==> src/rtl/rv_pipe_pkg.sv <==
// Shared pipeline definitions: forwarding-select encodings and the register-index width default.
package rv_pipe_pkg;

    localparam int REG_AW_DEF = 5;

    localparam logic [1:0] FWD_RF  = 2'b00;
    localparam logic [1:0] FWD_MEM = 2'b01;
    localparam logic [1:0] FWD_WB  = 2'b10;

    // The X-stage producer is newer than the M-stage one, so it wins.
    function automatic logic [1:0] pick_fwd(input logic match_x, input logic match_m);
        if (match_x) begin
            return FWD_MEM;
        end
        if (match_m) begin
            return FWD_WB;
        end
        return FWD_RF;
    endfunction

endpackage

==> src/rtl/fwd_src_cmp.sv <==
// Compares one D-stage source register against the X and M destinations.
module fwd_src_cmp
    import rv_pipe_pkg::*;
#(
    parameter int REG_AW     = REG_AW_DEF,
    parameter int LOAD_STALL = 1
) (
    input  logic              d_valid,
    input  logic              use_src,
    input  logic [REG_AW-1:0] src,
    input  logic              x_valid,
    input  logic              x_wen,
    input  logic              x_load,
    input  logic [REG_AW-1:0] x_rd,
    input  logic              m_valid,
    input  logic              m_wen,
    input  logic              m_load,
    input  logic [REG_AW-1:0] m_rd,
    output logic              match_x,
    output logic              match_m,
    output logic              load_hit
);

    logic src_live;

    // x0 is hard-wired zero, so it never creates a dependency.
    assign src_live = d_valid & use_src & (src != '0);
    assign match_x  = src_live & x_valid & x_wen & (x_rd == src);
    assign match_m  = src_live & m_valid & m_wen & (m_rd == src);

    generate
        if (LOAD_STALL == 2) begin : g_two_cycle
            assign load_hit = (match_x & x_load) | (match_m & m_load);
        end else begin : g_one_cycle
            assign load_hit = match_x & x_load;
        end
    endgenerate

endmodule

==> src/rtl/fwd_stall_unit.sv <==
// Forwarding / interlock controller for the 5-stage pipeline: operand selects, stalls,
// bubbles, redirect flushes and saturating stall/flush performance counters.
module fwd_stall_unit
    import rv_pipe_pkg::*;
#(
    parameter int REG_AW     = REG_AW_DEF,
    parameter int FWD_EN     = 1,
    parameter int LOAD_STALL = 1,
    parameter int CNT_W      = 32
) (
    input  logic              clk,
    input  logic              rst,
    input  logic              d_valid,
    input  logic [REG_AW-1:0] d_rs1,
    input  logic [REG_AW-1:0] d_rs2,
    input  logic              d_use_rs1,
    input  logic              d_use_rs2,
    input  logic              x_valid,
    input  logic              x_wen,
    input  logic              x_load,
    input  logic [REG_AW-1:0] x_rd,
    input  logic              m_valid,
    input  logic              m_wen,
    input  logic              m_load,
    input  logic [REG_AW-1:0] m_rd,
    input  logic              x_redirect,
    input  logic              perf_clr,
    output logic [1:0]        fwd_a_sel,
    output logic [1:0]        fwd_b_sel,
    output logic              stall_f,
    output logic              stall_d,
    output logic              flush_d,
    output logic              flush_x,
    output logic [CNT_W-1:0]  stall_cycles,
    output logic [CNT_W-1:0]  flush_events
);

    logic       mx_a, mm_a, lh_a;
    logic       mx_b, mm_b, lh_b;
    logic       hazard;
    logic [1:0] sel_a_next, sel_b_next;

    fwd_src_cmp #(.REG_AW(REG_AW), .LOAD_STALL(LOAD_STALL)) u_cmp_rs1 (
        .d_valid (d_valid),
        .use_src (d_use_rs1),
        .src     (d_rs1),
        .x_valid (x_valid),
        .x_wen   (x_wen),
        .x_load  (x_load),
        .x_rd    (x_rd),
        .m_valid (m_valid),
        .m_wen   (m_wen),
        .m_load  (m_load),
        .m_rd    (m_rd),
        .match_x (mx_a),
        .match_m (mm_a),
        .load_hit(lh_a)
    );

    fwd_src_cmp #(.REG_AW(REG_AW), .LOAD_STALL(LOAD_STALL)) u_cmp_rs2 (
        .d_valid (d_valid),
        .use_src (d_use_rs2),
        .src     (d_rs2),
        .x_valid (x_valid),
        .x_wen   (x_wen),
        .x_load  (x_load),
        .x_rd    (x_rd),
        .m_valid (m_valid),
        .m_wen   (m_wen),
        .m_load  (m_load),
        .m_rd    (m_rd),
        .match_x (mx_b),
        .match_m (mm_b),
        .load_hit(lh_b)
    );

    generate
        if (FWD_EN != 0) begin : g_fwd
            assign hazard = lh_a | lh_b;
        end else begin : g_interlock
            assign hazard = mx_a | mm_a | mx_b | mm_b;
        end
    endgenerate

    // Redirect squashes the D instruction, so it overrides any hazard; reset gates everything.
    always_comb begin
        stall_f    = 1'b0;
        stall_d    = 1'b0;
        flush_d    = 1'b0;
        flush_x    = 1'b0;
        sel_a_next = FWD_RF;
        sel_b_next = FWD_RF;
        if (!rst) begin
            if (x_redirect) begin
                flush_d = 1'b1;
                flush_x = 1'b1;
            end else if (hazard) begin
                stall_f = 1'b1;
                stall_d = 1'b1;
                flush_x = 1'b1;
            end
        end
        if ((FWD_EN != 0) && !hazard && !x_redirect) begin
            sel_a_next = pick_fwd(mx_a, mm_a);
            sel_b_next = pick_fwd(mx_b, mm_b);
        end
    end

    always_ff @(posedge clk or posedge rst) begin
        if (rst) begin
            fwd_a_sel <= FWD_RF;
            fwd_b_sel <= FWD_RF;
        end else begin
            fwd_a_sel <= sel_a_next;
            fwd_b_sel <= sel_b_next;
        end
    end

    always_ff @(posedge clk or posedge rst) begin
        if (rst) begin
            stall_cycles <= '0;
            flush_events <= '0;
        end else if (perf_clr) begin
            stall_cycles <= '0;
            flush_events <= '0;
        end else begin
            if (stall_d && (stall_cycles != '1)) begin
                stall_cycles <= stall_cycles + 1'b1;
            end
            if (x_redirect && (flush_events != '1)) begin
                flush_events <= flush_events + 1'b1;
            end
        end
    end

endmodule

==> config.mk <==
export PLATFORM = sky130hd
export DESIGN_NAME = fwd_stall_unit
export DESIGN_NICKNAME = d
export VERILOG_FILES = /design/src/rtl/rv_pipe_pkg.sv /design/src/rtl/fwd_src_cmp.sv /design/src/rtl/fwd_stall_unit.sv
export SDC_FILE = /design/constraint.sdc
export NUM_CORES = 1
export LEC_CHECK = 0
export ABC_AREA = 1
export BUFFER_PORTS_ARGS = -buffer_cell sky130_fd_sc_hd__clkbuf_2
export CORE_MARGIN = 2
export CORE_UTILIZATION = 50
export DETAILED_ROUTE_END_ITERATION = 10
export GPL_ROUTABILITY_DRIVEN = 1
export PLACE_DENSITY = 0.74
export SLEW_MARGIN = 5
export SYNTH_ARGS = -nofsm -noshare
export SYNTH_HDL_FRONTEND = slang
export SYNTH_HIERARCHICAL = 1
export SYNTH_SLANG_ARGS = --single-unit
==> constraint.sdc <==
create_clock -name clk -period 5.2 [get_ports clk]
set_input_delay 0.52 -clock clk [delete_from_list [all_inputs] [get_ports clk]]
set_output_delay 0.52 -clock clk [all_outputs]
set_load 0.05 [all_outputs]
== Word-level counts from Yosys, hierarchy flattened ==
Cells that the tools add are included.
Word-level totals
  memory bits (read-only): 0
  bits in writable memories: 0
  flip-flop bits (word level): 68
  bits in latches: 0
  memories kept: 0
  output and inout bits: 72
  logic and storage cells: 71
Cells by class
  $add $sub $neg: 2
  magnitude comparators: 0
  bitwise operators: 19
  reduce and logical (&&, ||, !) cells: 9
  shifts and indexed selects: 0
  multiplexer cells: 31
  divide/modulo/power cells: 0
  multiply operators: 0
  equal/unequal tests: 6
Operators by type and width (count)
  32-bit two-way mux: 4
  32-bit by 1-bit adder with 32-bit output (second input constant): 2
  32-bit != test (second input constant): 2
  5-bit equality test: 4
  2-bit two-way mux: 10
  1-bit AND: 18
  1-bit two-way mux: 17
  5-bit nonzero test: 2
  2-bit nonzero test: 2
  1-bit logical AND: 3
  1-bit zero test: 2
  1-bit bitwise OR: 1

== Longest topological paths before layout ==
Gate-level depths: netlist of run 1.
  depth after elaboration: 15
  depth in mapped cells: 16

== Cells and area by module ==
The synthesis of run 1 kept the hierarchy.
Modules (own cells, without submodules)
  fwd_stall_unit: times used 1, area each 4565.6 µm², cells each 690
  fwd_src_cmp: times used 2, area each 237.7 µm², cells each 50

== Worst setup path before layout of run 1 ==
OpenSTA, ideal clock, no wires.
  kind: in2out
  from: input port d_rs2[1]
  to: output port stall_f
  setup slack: 2518 ps
  buffers on the path: 1
  data arrival time: 2162 ps
  stages: 11
  path through: inv_1 -> nand2_1 -> nand2_1 -> inv_1 -> nand2_1 -> nor2_2 -> nand3_2 -> nor2_2 -> nor2_1 -> nor3_2 -> buf_4
On the way
  cells in the longest elaborated chain, start to end: 10
RTL lines
  start: declaration: RTL line fwd_stall_unit.sv:15  | input logic [REG_AW-1:0] d_rs2,
  5-bit nonzero test: RTL line fwd_src_cmp.sv:27  | assign src_live = d_valid & use_src & (src != '0);
  1-bit AND: RTL line fwd_src_cmp.sv:27
  1-bit AND (2 in series): RTL line fwd_src_cmp.sv:28  | assign match_x = src_live & x_valid & x_wen & (x_rd == src);
  1-bit AND *: RTL line fwd_src_cmp.sv:28
  1-bit AND *: RTL line fwd_src_cmp.sv:35  | assign load_hit = match_x & x_load;
  via lh_b: RTL line fwd_stall_unit.sv:39  | logic mx_b, mm_b, lh_b;
  1-bit bitwise OR *: RTL line fwd_stall_unit.sv:79  | assign hazard = lh_a | lh_b;
  1-bit two-way mux * (3 in series)
  end: declaration: RTL line fwd_stall_unit.sv:30  | output logic stall_f,
Mark *: on every way through the listed nets, which the timed path passes. The rest lies on a longest branch.

== Worst setup path in the final report of run 1 ==
  from: input port perf_clr
  to: register flush_events[29]
On the way
  cells in the longest elaborated chain, start to end: 1
RTL lines
  start: declaration: RTL line fwd_stall_unit.sv:27  | input logic perf_clr,
  32-bit two-way mux or 2-bit nonzero test (tied branches)
  end signal: assignment: RTL line fwd_stall_unit.sv:131  | flush_events <= flush_events + 1'b1;
  end: declaration: RTL line fwd_stall_unit.sv:35  | output logic [CNT_W-1:0] flush_events
Parallel ways exist; a longest one is shown, timed or not.
A chain may end at the register's enable or synchronous reset.

==> run_results.csv, run 1 <==
group,metric,value,unit
status,status,"complete, no violations",
global_route,grt_pass1_vias,5023,
finish,multi_input_area,0.00289,mm2
global_route,grt_start_max_net_pins,69,
yosys,synth_ff_type,"dfrtp_1",
yosys,synth-adder-area-share,0.496,%
yosys,yosysSeqAreaShare,33.8,%
setup_path,cp_max_fo,28,
yosys,synthesis.nets,825,
die,rows,36,
cts,clk_latency,0.35,ns
place,place.gp.congestion,0.914,
yosys,synth_area,0.00504,mm2
place,pre_cts_slack,2.11,ns
die,die_h,104,um
cts,cts_tree,"done",
yosys,synthTopCellsByCount,"nand2_1, nor2_1, nand3_1, inv_1, dfrtp_1",
global_route,grt_first_pass_wirelength,22600,um
yosys,synth_top_area_share,33.8,%
detailed_routing,wire_per_inst,13.0,um
finish,regArea,0.00170,mm2
yosys,async_flop_share,100,%
finish,syn2layout_area_growth,15.5,%
global_route,antenna_found_initial,0,
yosys,synth_area_per_cell,6.38,um2
setup_path,crit_arrival,2.99,ns
detailed_routing,drc,0,
job,max_cap_violations,0,
pwr,power_density,185,mW/mm2
sta,timing.final.crit_period,2.70,ns
sta,post-route-period-util,52.0,%
setup_path,critPathKind,"primary input to flip-flop",
finish,drive_gt1_share,17.9,%
cts,clockBufferDepth,2,
yosys,yosys_warnings,6,
global_route,gr-total-overflow,0,
detailed_routing,firstDrtPassIters,5,
sta,hold_viol_final,0,
finish,antenna_cells,0,
yosys,synth_xor_area_share,5.91,%
sta,slew_violations,0,
cts,cts_hold_buf,0,
yosys,syn-instance-count,790,
sta,setup_ws,2.50,ns
die,ios,105,
place,io_buffers,103,
min_path,hold_path_class,"primary input to asynchronous set/reset pin",
die,start_util,51.6,%
detailed_routing,via_per_inst,5.10,
cts,clk_pin_slew_worst_paths,0.08,ns
sta,tightest_slew,0.901,ns
detailed_routing,num_vias,5235,
finish,final_util,59.6,%
yosys,ys_ff_latch,68,
sta,relSlewSlack,40.0,%
pwr,vdd_drop_max,108,uV
finish,fin_nets,924,
place,dp_hpwl,10000,um
die,dieArea,0.0109,mm2
setup_path,critPathLaunchType,"primary input",
global_route,grt_use_total,25.2,%
sta,fmax,370,MHz
detailed_routing,drt_first_iter_violations,233,
pwr,p_leak,2.97,nW
finish,num-fill-cells,930,
setup_path,cp-end-kind,"flip-flop",
detailed_routing,antenna_left,0,
cts,cts_buffers,9,
yosys,synth-compound-area-share,4.84,%
yosys,synth_area_leaders,"dfrtp_1, nand2_1, nor2_1, nand3_1, inv_1",
cts,htree_num_levels,3,
yosys,synth_edf_count,0,
setup_path,critPathRequiredTime,5.49,ns
sta,rsz0062_at_grt,"no",
yosys,synthMuxAreaShare,0.447,%
die,core,0.00977,mm2
yosys,yosys.cell_count.top_type,"nand2_1",
cts,post_cts_buffers,0,
yosys,netlist-cell-type-count,37,
yosys,synth_area_leader_cell,"dfrtp_1",
yosys,synth-simple-area-share,45.7,%
cts,ctsResizeCount,0,
sta,finalSetupViolCount,0,
sta,fin_skew,0.0112,ns
die,die-width,104,um
sta,setup-tns-final,0,ns
cts,clock-sinks,68,
yosys,synth_top_family_by_area,"simple AND/OR/NAND/NOR gates",
cts,cts-root-buf,"clkbuf_8",
detailed_routing,wl,13400,um
## cell usage in the layout (no fill, tap or decap), drive strengths merged, types with 2 or more instances in the layout
cell	Yosys	final
nand3	87	87
o21bai	5	5
buf	11	2
a21oi	4	4
o211ai	2	2
clkinv	0	3
nand4	5	5
nor2	131	131
xnor2	11	11
ha	2	2
nor3	4	4
o21ai	32	32
inv	87	87
nor3b	2	2
xor2	23	23
clkinvlp	0	2
dfrtp	68	68
nand2	304	304
nand3b	2	2
clkbuf	6	113
## state kept, by name, summed over array words and instances (netlist names)
signal and count:
flush_events 32, stall_cycles 32, fwd_a_sel 2, fwd_b_sel 2
## report_power, final
part / total (mW) / switching, mW / internal (mW)
clock network: 0.452 / 0.218 / 0.234
logic: 0.0960 / 0.0702 / 0.0258
registers: 0.531 / 0.00169 / 0.530
## area by class of cell
cell class              count  share of cell area (%)
multi-input cells         618                    49.7
flip-flops and latches     68                    29.2
repair buffers            105                    9.11
inverters                  87                    5.69
well taps                 133                    2.86
clock buffers              10                    2.36
clock inverters             6                    1.10
## worst max-delay path, cell delays in order
cell and delay (ns):
clkbuf_2 0.30, inv_1 0.71, buf_4 0.43, nand3_1 0.51, inv_1 0.33, nand3_1 0.10
nand2_1 0.07
## kinds of logic after synthesis
family | Yosys count
AO/OA/AOI/OAI | 44
XOR/XNOR | 34
adder cells (fa/ha/maj) | 2
buffers and inverters | 104
flip-flops | 68
multiplexers | 1
AND/OR/NAND/NOR | 537
## routing by layer
metal  vias up  part of all wire (%)  GRT usage [%]
met3        31                   3.9           4.07
met2       135                    50           44.1
met1      2422                    44           30.5
li1       2647                     -              -
met5         -                     0              0
met4         0                   2.4           10.8
## worst paths after layout
| check | slack, ns | to | cells after the start | from |
|---|---|---|---|---|
| min in group clk | 0.56 | stall_cycles[1] | 2 | stall_cycles[1] |
| max in group asynchronous | 4.13 | stall_cycles[4] | 3 | rst |
| max reg2reg | 2.90 | flush_events[23] | 10 | flush_events[1] |
| max | 2.50 | flush_events[29] | 7 | perf_clr |
| min reg2reg | 0.56 | stall_cycles[1] | 2 | stall_cycles[1] |
| min | 0.44 | fwd_a_sel[0] | 3 | rst |
## stage by stage
step | hold WS, ns | total power [mW] | std cells | area, um2
final | 0.438 | 1.08 | 1027 | 5820
after global routing | 0.557 | 1.12 | 1027 | 5820
after CTS | 0.503 | 1.09 | 1027 | 5820
after detailed placement | 0.541 | 0.639 | 1011 | 5620
after global placement | 0.517 | 0.635 | 1011 | 5620
after floorplan | 0.674 | 0.607 | 790 | 5040
Power figures use the tool's default switching activity.
==> inputs of run 2 (changes only) <==
--- a/config.mk
+++ b/config.mk
@@ -5,13 +5,13 @@
 export SDC_FILE = /design/constraint.sdc
 export NUM_CORES = 1
 export LEC_CHECK = 0
-export ABC_AREA = 1
+export ABC_AREA = 0
 export BUFFER_PORTS_ARGS = -buffer_cell sky130_fd_sc_hd__clkbuf_2
 export CORE_MARGIN = 2
 export CORE_UTILIZATION = 50
 export DETAILED_ROUTE_END_ITERATION = 10
 export GPL_ROUTABILITY_DRIVEN = 1
-export PLACE_DENSITY = 0.74
+export PLACE_DENSITY = 0.76
 export SLEW_MARGIN = 5
 export SYNTH_ARGS = -nofsm -noshare
 export SYNTH_HDL_FRONTEND = slang
==> constraint.sdc (replaced) <==
create_clock -name clk -period 2.8 [get_ports clk]
set_input_delay 0.28 -clock clk [delete_from_list [all_inputs] [get_ports clk]]
set_output_delay 0.28 -clock clk [all_outputs]
set_load 0.05 [all_outputs]
==> run_results.csv, run 2 <==
group,metric,value,unit
status,status,"complete, no violations",
setup_path,worst-path-buf-inv,0,
setup_path,reg2reg_from,"stall_cycles[0]",
yosys,synth_area,0.00402,mm2
finish,antenna_cells,0,
sta,fmax,391,MHz
place,io_buffers,103,
die,rows,32,
sta,tightest_slew,1.10,ns
min_path,hold_path_class,"primary input to asynchronous set/reset pin",
yosys,ys_ff_latch,68,
global_route,grt_first_pass_wirelength,17100,um
yosys,synth_top_area_share,42.4,%
cts,cts_hold_buf,0,
yosys,synth_ff_type,"dfrtp_1",
setup_path,worstReg2RegEnd,"stall_cycles[30]",
cts,clk_latency,0.34,ns
global_route,gr-total-overflow,0,
cts,clk_pin_slew_worst_paths,0.07,ns
setup_path,crit_path_top_delay_cell,"or4_4",
detailed_routing,num_vias,3849,
setup_path,rrSetupSlack,0.24,ns
yosys,synth_area_per_cell,9.09,um2
detailed_routing,wl,10000,um
finish,syn2layout_area_growth,21.3,%
setup_path,crit_top_cell,"or4_4",
yosys,async_flop_share,100,%
sta,timing.final.crit_period,2.56,ns
cts,htree_num_levels,3,
setup_path,critPathKind,"flip-flop to flip-flop",
finish,final_util,62.7,%
die,die_h,93.6,um
setup_path,crit_arrival,2.80,ns
yosys,yosys.cell_count.top_type,"dfrtp_1",
detailed_routing,antenna_left,0,
detailed_routing,drc,0,
setup_path,cp_max_fo,7,
setup_path,crit_family,"simple AND/OR/NAND/NOR gates",
sta,relSlewSlack,26.6,%
sta,rsz0062_at_grt,"no",
setup_path,crit_path_max_incr_delay,0.58,ns
detailed_routing,drt_first_iter_violations,218,
detailed_routing,wire_per_inst,15.4,um
finish,drive_gt1_share,27.0,%
sta,hold_viol_final,0,
die,core,0.00777,mm2
yosys,synth_area_leaders,"dfrtp_1, xnor2_1, nor2_1, a21oi_1, nand4_1",
yosys,synth_area_leader_cell,"dfrtp_1",
detailed_routing,firstDrtPassIters,5,
place,place.gp.congestion,0.920,
finish,layout_common_cells,"clkbuf_2, dfrtp_1, nor2_1",
detailed_routing,via_per_inst,5.91,
place,place_area,0.00464,mm2
cts,post_cts_buffers,0,
setup_path,reg2reg_depth,6,
global_route,grt_use_total,24.3,%
setup_path,critPathRequiredTime,3.05,ns
place,dp_hpwl,7340,um
sta,post-route-period-util,91.4,%
cts,ctsResizeCount,0,
sta,setup-tns-final,0,ns
die,ios,105,
cts,clockBufferDepth,2,
setup_path,path_cells,"ha_1 -> nand4_1 -> or4_4 -> or4_4 -> or3_1 -> a21oi_1",
setup_path,critPathLaunchType,"flip-flop",
finish,fin_nets,579,
finish,reg_top3,"flush_events: 32 flops, stall_cycles: 32 flops",
yosys,synthesis.nets,477,
global_route,grt_start_max_net_pins,56,
job,max_cap_violations,0,
yosys,synth_edf_count,0,
yosys,synthTopCellsByCount,"dfrtp_1, nor2_1, xnor2_1, a21oi_1",
pwr,vdd_drop_max,365,uV
die,start_util,51.7,%
yosys,yosys_warnings,6,
global_route,grt_pass1_vias,3683,
global_route,antenna_found_initial,0,
cts,cts_tree,"done",
sta,fin_skew,0.00659,ns
die,dieArea,0.00877,mm2
cts,clock-sinks,68,
sta,finalSetupViolCount,0,
pwr,power_density,428,mW/mm2
setup_path,cp-end-kind,"flip-flop",
finish,mostFrequentLayoutCell,"clkbuf_2",
pwr,p_leak,2.10,nW
sta,slew_violations,0,
cts,cts-root-buf,"clkbuf_8",
yosys,yosysSeqAreaShare,42.4,%
finish,final_cell_area,0.00487,mm2
yosys,netlist-cell-type-count,46,
cts,cts_buffers,9,
yosys,syn-instance-count,442,
die,die-width,93.6,um
[run 2: worst max-delay path by stage]
stage	end	slack [ns]	cells past startpoint	from
floorplan	stall_cycles[30]	0.09	6	stall_cycles[0]
global route	stall_cycles[30]	0.1	6	stall_cycles[0]
global placement	stall_d	0.29	8	d_rs2[3]
CTS	stall_cycles[30]	0.24	6	stall_cycles[0]
detailed placement	stall_cycles[30]	0.26	6	stall_cycles[0]
finish	stall_cycles[30]	0.24	6	stall_cycles[0]
[run 2: through the flow]
step	setup slack [ns]	power, mW	hold slack [ns]	cells
final	0.241	2.08	0.0198	651
after global routing	0.0971	2.16	0.0687	651
after CTS	0.241	2.10	0.0287	651
after detailed placement	0.258	1.16	0.401	635
after global placement	0.291	1.15	0.395	635
after floorplan	0.0883	1.10	0.527	442
[run 2: cell type report]
cell class	count	area (um2)
fillers	671	2900
multi-input cells	338	2170
flip-flops and latches	68	1700
repair buffers	112	583
clock buffers	12	165
well taps	102	128
clock inverters	4	70.1
inverters	15	56.3
[run 2: cells by family after synthesis]
kind of cell	after synthesis	share of synthesized area, %
xor gates and xnor gates	44	9.60
buffers and inverters	36	3.68
adders and majority gates	2	0.623
muxes	6	1.62
and+or+nand+nor	198	27.7
DFF	68	42.4
AOI/OAI and AO/OA	88	14.5
[run 2: where the power goes]
group          total [mW]  switching, mW  internal [mW]
registers           0.989        0.00431          0.985
clock network       0.946          0.374          0.572
logic               0.148         0.0964         0.0517
total                2.08          0.475           1.61
[run 2: metal layers]
layer	track usage [%]	vias to the layer above	part of all wire, %
li1	-	1853	-
met1	32.6	1853	45
met2	39.6	126	48
met3	5.64	17	5.9
met4	7.00	0	1.1
met5	0	-	0
[run 2: worst reg2reg max path, delay by kind of cell, from the launching register on]
| family | cells | cell delay [ns] |
|---|---|---|
| flip-flops | 1 | 0.46 |
| AND/OR/NAND/NOR | 4 | 1.61 |
| AO/OA/AOI/OAI | 1 | 0.14 |
| adder cells (fa/ha/maj) | 1 | 0.25 |
